==> src/rtl/r2w_sync_full.sv <==
// Write-domain half of the async FIFO: synchronises the read Gray pointer into wclk,
// owns the write pointer and derives full / almost-full / level / overflow / Gray-error status.
module r2w_sync_full #(
  parameter int ADDRSIZE     = 4,
  parameter int SYNC_STAGES  = 2,
  parameter int AFULL_THRESH = 12
) (
  input  logic                wclk,
  input  logic                wrst_n,
  input  logic [ADDRSIZE:0]   rptr,
  input  logic                winc,
  input  logic                werr_clr,
  output logic [ADDRSIZE-1:0] waddr,
  output logic [ADDRSIZE:0]   wptr,
  output logic [ADDRSIZE:0]   wq_rptr,
  output logic                wfull,
  output logic                walmost_full,
  output logic [ADDRSIZE:0]   wlevel,
  output logic                wovf,
  output logic                werr
);
  localparam int A = ADDRSIZE;
  localparam logic [A:0] AF_TH = (A+1)'(AFULL_THRESH);
  localparam logic [A:0] ONE   = (A+1)'(1);

  logic [SYNC_STAGES-1:0][A:0] sync_q;
  logic [A:0] wbin_q, wbin_d, wptr_q, wgray_d;
  logic [A:0] level_q, level_d, rbin, prev_q, gdiff;
  logic       wfull_q, wfull_d, afull_q, afull_d, wovf_q, wovf_d;
  logic       werr_q, werr_d, chk_en_q, inc, gerr;

  // rptr lands directly in the first flop; no logic ahead of the chain
  always_ff @(posedge wclk or negedge wrst_n)
    if (!wrst_n) sync_q <= '0;
    else         sync_q <= {sync_q[SYNC_STAGES-2:0], rptr};

  assign wq_rptr = sync_q[SYNC_STAGES-1];

  always_comb begin
    rbin = '0;
    for (int i = 0; i <= A; i++) rbin[i] = ^(wq_rptr >> i);
  end

  // A write is only accepted against last cycle's registered full; no lookahead
  assign inc     = winc & ~wfull_q;
  assign wbin_d  = wbin_q + {{A{1'b0}}, inc};
  assign wgray_d = (wbin_d >> 1) ^ wbin_d;
  assign wfull_d = (wgray_d == {~wq_rptr[A:A-1], wq_rptr[A-2:0]});
  assign level_d = wbin_d - rbin;
  assign afull_d = (level_d >= AF_TH);
  assign wovf_d  = winc & wfull_q;

  // More than one bit set in the delta means the sampled pointer was not a Gray step
  assign gdiff  = wq_rptr ^ prev_q;
  assign gerr   = chk_en_q & (|(gdiff & (gdiff - ONE)));
  assign werr_d = gerr | (werr_q & ~werr_clr);

  always_ff @(posedge wclk or negedge wrst_n)
    if (!wrst_n) begin
      wbin_q   <= '0;
      wptr_q   <= '0;
      level_q  <= '0;
      prev_q   <= '0;
      wfull_q  <= 1'b0;
      afull_q  <= 1'b0;
      wovf_q   <= 1'b0;
      werr_q   <= 1'b0;
      chk_en_q <= 1'b0;
    end else begin
      wbin_q   <= wbin_d;
      wptr_q   <= wgray_d;
      level_q  <= level_d;
      prev_q   <= wq_rptr;
      wfull_q  <= wfull_d;
      afull_q  <= afull_d;
      wovf_q   <= wovf_d;
      werr_q   <= werr_d;
      chk_en_q <= 1'b1;
    end

  assign waddr        = wbin_q[A-1:0];
  assign wptr         = wptr_q;
  assign wfull        = wfull_q;
  assign walmost_full = afull_q;
  assign wlevel       = level_q;
  assign wovf         = wovf_q;
  assign werr         = werr_q;
endmodule
==> config.mk <==
export PLATFORM = sky130hd
export DESIGN_NAME = r2w_sync_full
export DESIGN_NICKNAME = d
export VERILOG_FILES = /design/src/rtl/r2w_sync_full.sv
export SDC_FILE = /design/constraint.sdc
export NUM_CORES = 1
export LEC_CHECK = 0
export ABC_CLOCK_PERIOD_IN_PS = 2760
export BUFFER_PORTS_ARGS = -buffer_cell sky130_fd_sc_hd__buf_2
export CAP_MARGIN = 20
export CORE_MARGIN = 2
export CORE_UTILIZATION = 53
export DETAILED_ROUTE_END_ITERATION = 10
export GPL_TIMING_DRIVEN = 0
export PLACE_DENSITY = 0.89
export SLEW_MARGIN = 20
export SYNTH_ARGS = -nofsm -noshare
export SYNTH_HDL_FRONTEND = slang
export SYNTH_SLANG_ARGS = --single-unit
==> constraint.sdc <==
create_clock -name wclk -period 2.76 [get_ports wclk]
set_input_delay 0.552 -clock wclk [delete_from_list [all_inputs] [get_ports wclk]]
set_output_delay 0.552 -clock wclk [all_outputs]
set_load 0.01 [all_outputs]
# After elaboration in Yosys (flattened, before gate mapping)
# Cells that the tools add are included.
[totals]
register_bits = 35
inputBits = 9
output_inout_bits = 23
wordCells = 33
[op_classes]
addsub = 3
order_cmp = 1
eq_ne = 1
bitwise = 11
n_reduce_logical = 6
[op_table]
columns = ["cell", "count"]
rows = [
  ["5-bit XOR reduction", 5],
  ["5-bit by 1-bit adder with 5-bit output", 1],
  ["5-bit bitwise AND", 1],
  ["5-bit == test", 1],
  ["5-bit by 4-bit greater-or-equal comparator with 1-bit output, second input constant", 1],
  ["5-bit OR reduction", 1],
  ["5-bit by 1-bit subtractor with 5-bit output, second input constant", 1],
  ["5-bit subtractor", 1],
  ["4-bit by 5-bit XOR with 5-bit output", 1],
  ["5-bit XOR", 1],
  ["1-bit bitwise AND", 4],
  ["1-bit inverter", 2],
  ["2-bit inverter", 1],
  ["1-bit OR", 1],
]

# Logic depth before layout (Yosys ltp)
# Gate-level depths: netlist of run 1.
[logic_depth]
ltp_word = 6
ltp_mapped = 11
depth_no_buf = 10

# Worst setup path after synthesis of run 1
# OpenSTA, ideal clock, no wires.
[synth_timing]
path_kind = "input-to-reg"
startpoint = "in winc"
endpoint = "reg afull_q (netlist: walmost_full)"
setup_ns = 0.140
arrival_time_ns = 2.486
required_time_ns = 2.620
slack_ns = 0.134
path_stages = 9
path_buffers = 0
cell_sequence = "and3b_1 ha_1 xnor2_1 xnor2_1 ha_1 maj3_1 a21oi_1 a21o_1 o311ai_2"
[synth_between]
elab_chain_len = 4
[synth_lines]
columns = ["item", "line_no", "source"]
rows = [
  ["start: declaration", "11", "input logic winc,"],
  ["1-bit bitwise AND", "45", "assign inc = winc & ~wfull_q;"],
  ["5-bit by 1-bit adder with 5-bit output", "46", "assign wbin_d = wbin_q + {{A{1'b0}}, inc};"],
  ["5-bit subtractor", "49", "assign level_d = wbin_d - rbin;"],
  ["5-bit by 4-bit greater-or-equal comparator with 1-bit output", "50", "assign afull_d = (level_d >= AF_TH);"],
  ["via afull_d", "29", "logic wfull_q, wfull_d, afull_q, afull_d, wovf_q, wovf_d;"],
  ["end signal: assignment", "75", "afull_q <= afull_d;"],
  ["end: declaration", "29", ""],
]
# The timed path passes the listed nets, and every way through them passes these cells.

# Final worst setup path of run 1
[layout_timing]
startpoint = "reg wbin_q[0]"
endpoint = "reg afull_q (netlist: walmost_full)"
[layout_between]
elab_chain_len = 3
[layout_lines]
columns = ["item", "line_no", "source"]
rows = [
  ["start: declaration", "27", "logic [A:0] wbin_q, wbin_d, wptr_q, wgray_d;"],
  ["start signal: assignment", "70", "wbin_q <= wbin_d;"],
  ["5-bit by 1-bit adder with 5-bit output", "46", ""],
  ["5-bit subtractor", "49", ""],
  ["5-bit by 4-bit greater-or-equal comparator with 1-bit output", "50", ""],
  ["via afull_d", "29", ""],
]
# The timed path passes the listed nets, and every way through them passes these cells.

==> results of run 1 <==
## cells by family (layout without fill, tap and decap cells)
family                   count (synthesis)  count (layout)  synth area share
AO/OA/AOI/OAI                           15              15            0.0761
XOR/XNOR                                30              30             0.190
adder cells (fa/ha/maj)                  6               6            0.0449
buffers and inverters                   15              56            0.0497
flip-flops                              34              34             0.545
multiplexers                             2               2            0.0128
other                                    1               1           0.00240
AND/OR/NAND/NOR                         24              24            0.0793
## placed cells by master, fill, tap and decap left out, types with 4 or more instances in the layout
master    count
clkbuf_4      5
buf_4         7
xor2_1        6
xnor2_1      21
nand3_1       4
nand2_1       8
dfrtp_1      32
inv_1         7
buf_2        32
o21ai_0       5
## registers in the layout, summed over array words and instances (netlist names), 4 cells and up
name     count
prev_q       5
sync_q       5
wbin_q       5
wlevel       5
wptr         4
wq_rptr      5
## power groups by stage
stage	clock network, mW	registers, mW	logic [mW]
after global placement	0	0.733	1.14
after floorplan	0	0.799	0.828
final	0.275	0.731	1.24
after CTS	0.284	0.730	1.21
after detailed placement	0	0.739	1.18
after global routing	0.307	0.747	1.37
## cell type report
type,instances,area [µm²],share of cell area
Tap cell,31,38.8,0.0210
Timing Repair Buffer,33,170,0.0922
Clock inverter,3,21.3,0.0115
Buffer,7,47.5,0.0258
Sequential cell,34,853,0.462
Clock buffer,5,37.5,0.0203
Inverter,8,30.0,0.0163
Multi-Input combinational cell,78,647,0.351
## timing repair
item,4_1_cts,5_1_grt
buffers inserted,0,2
setup endpoints to repair,1,2
gates cloned,0,0
pin swaps,0,2
hold endpoints to repair,0,0
gates resized for setup,1,4
## path summary, 6_finish.rpt
kind / startpoint / endpoint / slack, ns
worst max-delay path: wbin_q[0] / walmost_full / 0.18
worst min-delay path: wrst_n / wptr[3] / 0.25
worst max register to register: wbin_q[0] / walmost_full / 0.18
worst min register to register: sync_q[0] / wq_rptr[0] / 0.36
max in group asynchronous: wrst_n / wq_rptr[2] / 2.01
min in group wclk: rptr[3] / sync_q[3] / 0.30
## through the flow
stage / total power, mW / instances / util / hold WS [ns]
2_1_floorplan: 1.63 / 127 / - / 0.256
3_3_place_gp: 1.87 / 189 / 0.631 / 0.333
3_5_place_dp: 1.92 / 189 / 0.631 / 0.337
4_1_cts: 2.22 / 197 / 0.655 / 0.260
5_1_grt: 2.43 / 199 / 0.664 / 0.273
6_report: 2.24 / 199 / 0.664 / 0.245
## per-layer routing
| layer | wire [µm] | up-vias | track usage |
|---|---|---|---|
| met5 | 0 | - | 0 |
| met4 | 51 | 0 | 0.0897 |
| met3 | 200 | 6 | 0.0714 |
| met2 | 1210 | 38 | 0.273 |
| met1 | 1150 | 485 | 0.235 |
| li1 | - | 498 | - |
==> summary.txt, run 1 <==
Logic synthesis
  – Largest area contributor in the netlist: dfrtp_1
  – Ys async rst share: 1.00
  – Synth top cells by count: dfrtp_1 (34), xnor2_1 (22), nand2_1 (8)
  – Mapped cell area: 0.00156 mm²
  – Most frequent cell after synthesis: dfrtp_1
  – Synthesis Warnings: 0
  – Cells after Synth: 127
  – Synthesis-stage register bit count: 34
  – Mean Syn Cell Area: 12.3 µm²
  – Syn nets: 140
  – Synth area leaders: dfrtp_1 (54%), xnor2_1 (12%), xor2_1 (3.4%)
  – Synth Flop Type: dfrtp_1
  – Number of synthesized flops with an enable pin: 0
  – Sequential-to-total area share from yosys stat: 0.545
  – Yosys cell types: 35
  – Synth top area share: 0.545

Cells and area
  – Ant diodes: 0
  – Fill cell count: 207
  – Post-route cell area: 0.00185 mm²
  – # nets final: 180
  – Share of cells above drive strength 1: 0.351
  – Area grow syn2layout: 18.2%

Critical path
  – Critical path's top delay family: compound AO/OA/AOI/OAI gates
  – Stages on worst setup path: 9
  – CP arrival: 2.84 ns
  – Slowest CP cell: dfrtp_1
  – CP Launch Type: flip-flop
  – Crit path required time: 3.02 ns
  – Worst Path Buf+Inv: 1
  – Critical Path Fanout Max: 7
  – FF-to-FF path depth: 9
  – Slowest stage delay, CP: 0.43 ns
  – CP Capture Type: flip-flop
  – Cells along the critical path: and3b_1, ha_1, xnor2_2, xnor2_1, ha_2, inv_1, o2111a_1, o21a_1, o311ai_2
  – WS Path Type: flip-flop to flip-flop

CTS
  – CTS buffer count: 5
  – Hold_buf cts: 0
  – CTS max path bufs: 2
  – CTS root buffer: clkbuf_4
  – Clk Latency, worst-skew pair: 0.35 ns
  – Htree depth: 2
  – Clock slew at reported path FFs: 0.11 ns
  – Clk sinks: 34
  – TritonCTS clock tree: built

Routing
  – Vias per inst: 5.16
  – Drt first pass iters: 4
  – Wirelength per Cell: 13.1 µm
  – Antenna Violating Nets Remaining: 0
  – Via Count: 1027
  – Total Wirelength: 2610 µm
  – 1st-iter DRT viols: 44
  – Drt drc: 0

Power
  – PD cells: 1220 mW/mm²
  – Sequential power share: 0.326
  – Pleak: 0.864 nW
  – Sw power: 932 µW
  – P_int: 1.31 mW
  – Max VDD drop: 0.941 mV
  – Sw frac: 0.415
  – Comb power frac: 0.551
  – Clock share of power: 0.123

Die
  – Core Box Area: 0.00278 mm²
  – Starting Density: 0.561
  – Die extent in y: 58.3 µm
  – Row count: 19
  – Ports: 32
  – DIE AREA: 0.00340 mm²
  – Horiz. Die Dim: 58.3 µm

Timing
  – Slew headroom: 0.522
  – RSZ-0062 raised after global routing: no
  – Max-slew violation total from the final report: 0
  – Setup Viol. Count Final: 0
  – TNS Setup: 0 ns
  – Final period util: 0.935
  – Fmax: 387 MHz
  – Worst-case clock skew: 0.00818 ns
  – PnR worst setup slack: 0.179 ns
  – Tmin final: 2.58 ns
  – Fin. Hold Viols: 0
  – Slew @ Worst Pin: 0.717 ns

GRT
  – First-pass GRT wire length: 4500 µm
  – GRT overflow: 0
  – Initial antenna violation count: 0
  – Vias in the first global route: 1010
  – Largest net degree at the start of global routing: 35
  – GRT Util Overall: 0.184

Placed design
  – Post-placement setup slack: -0.233 ns
  – Post-DP Area: 0.00176 mm²
  – Final HPWL DP: 1890 µm
  – GP Congestion: 0.773
  – Count of input and output buffers: 31

Worst hold path
  – Hold WC Path Type: input pin to async pin

Outcome
  – Run status: complete, no violations

Job
  – Maxcap violations: 0
Power figures use the tool's default switching activity.
==> run 2, diff against run 1 <==
- CORE_ASPECT_RATIO: default -> 0.9
==> run 2 against run 1 <==
  * Maximum frequency increased by 0.83%
  * Via count increased by 1.7%
  * Die area barely moved
  * Setup slack improved by 0.021 ns
  * Register-to-register slack better by 0.02 ns
  * Critical endpoint unchanged
  * Critical path type unchanged
  * Non-clock buffer count shrank 1
  * Routed wire length rose by 4.1%
  * Critical path depth stayed put
  * Sequential power is essentially flat
==> summary.txt, run 2 (synthesized netlist as in run 1, its figures left out) <==
Outcome
  – Run status: complete, no violations

Critical path
  – FF-to-FF Start: wq_rptr[4]
  – Slowest stage delay, CP: 0.53 ns
  – FF-to-FF path depth: 9
  – CP Capture Point: walmost_full
  – Critical Path Fanout Max: 7
  – Slowest CP cell: xnor3_2
  – CP Capture Type: flip-flop
  – Crit path required time: 2.99 ns
  – Cells along the critical path: xnor3_2, xnor2_1, ha_1, inv_1, ha_2, maj3_1, a21oi_1, a21o_1, o311ai_2
  – WS Path Type: flip-flop to flip-flop
  – CP arrival: 2.79 ns
  – CP startpoint: wq_rptr[4]
  – R2r endpoint: walmost_full
  – CP Launch Type: flip-flop
  – Reg-to-reg setup timing slack: 0.20 ns

Power
  – P_int: 1.49 mW
  – Final Power: 2.43 mW
  – Comb power frac: 0.508
  – Max VDD drop: 0.695 mV
  – Clock share of power: 0.191
  – Pleak: 0.883 nW
  – PD cells: 1290 mW/mm²
  – Sequential power share: 0.301
  – Sw frac: 0.388
  – Sw power: 943 µW

Die
  – DIE AREA: 0.00340 mm²
  – Ports: 32
  – Starting Density: 0.564
  – Core Box Area: 0.00277 mm²
  – Die extent in y: 55.5 µm
  – Horiz. Die Dim: 61.2 µm
  – Row count: 18

Timing
  – Max-slew violation total from the final report: 0
  – Fin Hold WS: 0.240 ns
  – Fin. Hold Viols: 0
  – PnR worst setup slack: 0.200 ns
  – Worst-case clock skew: 0.00883 ns
  – Setup Viol. Count Final: 0
  – Slew @ Worst Pin: 0.699 ns
  – Final period util: 0.927
  – Tmin final: 2.56 ns
  – RSZ-0062 raised after global routing: no
  – Slew headroom: 0.534
  – Fmax: 391 MHz

Job
  – Maxcap violations: 0

GRT
  – First-pass GRT wire length: 4730 µm
  – Initial antenna violation count: 0
  – GRT Util Overall: 0.191
  – Vias in the first global route: 1082
  – Largest net degree at the start of global routing: 35
  – GRT overflow: 0

Routing
  – Drt first pass iters: 4
  – Wirelength per Cell: 13.1 µm
  – 1st-iter DRT viols: 32
  – Antenna Violating Nets Remaining: 0
  – Total Wirelength: 2720 µm
  – Vias per inst: 5.04
  – Via Count: 1044
  – Drt drc: 0

CTS
  – Hold_buf cts: 0
  – TritonCTS clock tree: built
  – CTS buffer count: 5
  – Clk Latency, worst-skew pair: 0.35 ns
  – Clock slew at reported path FFs: 0.11 ns
  – CTS root buffer: clkbuf_4
  – Clk sinks: 34
  – Htree depth: 2
  – CTS max path bufs: 2

Cells and area
  – # nets final: 179
  – Ant diodes: 0
  – Post-route cell area: 0.00189 mm²
  – Share of cells above drive strength 1: 0.335
  – Area grow syn2layout: 21.2%
  – Commonest non-fill, non-tap cell in the layout: dfrtp_1
  – Most frequent cells in the layout: dfrtp_1 (33), buf_2 (32), xnor2_1 (21)
  – Fin util: 0.683

Placed design
  – Post-placement setup slack: -0.221 ns
  – Count of input and output buffers: 31
  – Post-DP Area: 0.00177 mm²
  – GP Congestion: 0.776
  – Final HPWL DP: 2020 µm

Worst hold path
  – Hold WC Path Type: input pin to async pin
==> run 2: power groups by stage <==
stage	clock (mW)	combinational, mW	sequential (mW)
final	0.464	1.24	0.734
after global routing	0.496	1.37	0.755
after CTS	0.473	1.21	0.736
after detailed placement	0	1.19	0.746
after global placement	0	1.14	0.735
after floorplan	0	0.828	0.799
==> run 2: per-layer routing <==
layer,share of wire,GRT usage,up-vias,wire (µm)
met5,0,0,-,0
met4,0.018,0.0745,0,50
met3,0.063,0.0796,6,172
met2,0.51,0.293,39,1380
met1,0.41,0.236,506,1120
li1,-,-,493,-
==> run 2: how the worst min path moves through the flow <==
stage / start / endpoint / slack, ns / cells past startpoint
finish: wrst_n / wlevel[1] / 0.24 / 1
global route: rptr[1] / sync_q[1] / 0.26 / 1
CTS: wrst_n / prev_q[2] / 0.26 / 1
detailed placement: sync_q[0] / wq_rptr[0] / 0.34 / 0
global placement: sync_q[3] / wq_rptr[3] / 0.33 / 0
floorplan: wrst_n / chk_en_q / 0.26 / 0
==> run 2: layout make-up <==
type	count	area, µm²
repair buffers	32	163
multi-input cells	78	643
flip-flops and latches	34	852
well taps	40	50.0
clock inverters	3	68.8
inverters	8	30.0
plain buffers	7	47.5
fillers	210	878
clock buffers	5	37.5
==> run 2: critical path: cells and delay by family (launching register included) <==
kind | cells | cell delay [ns]
compound gates | 3 | 0.47
xor+xnor | 2 | 0.73
fa+ha+maj | 3 | 0.74
buf+inv | 1 | 0.05
flops | 1 | 0.46
==> run 2: through the flow <==
step           TNS [ns]  instances
2_1_floorplan         0        127
3_3_place_gp     -0.197        198
3_5_place_dp     -0.372        198
4_1_cts               0        206
5_1_grt               0        207
6_report              0        207
==> run 2: timing repair <==
item | 4_1_cts | 5_1_grt
pin swaps | 0 | 2
endpoints found under the hold margin | 0 | 0
endpoints found under the setup margin | 1 | 2
setup buffers | 0 | 1
resized for setup | 1 | 2
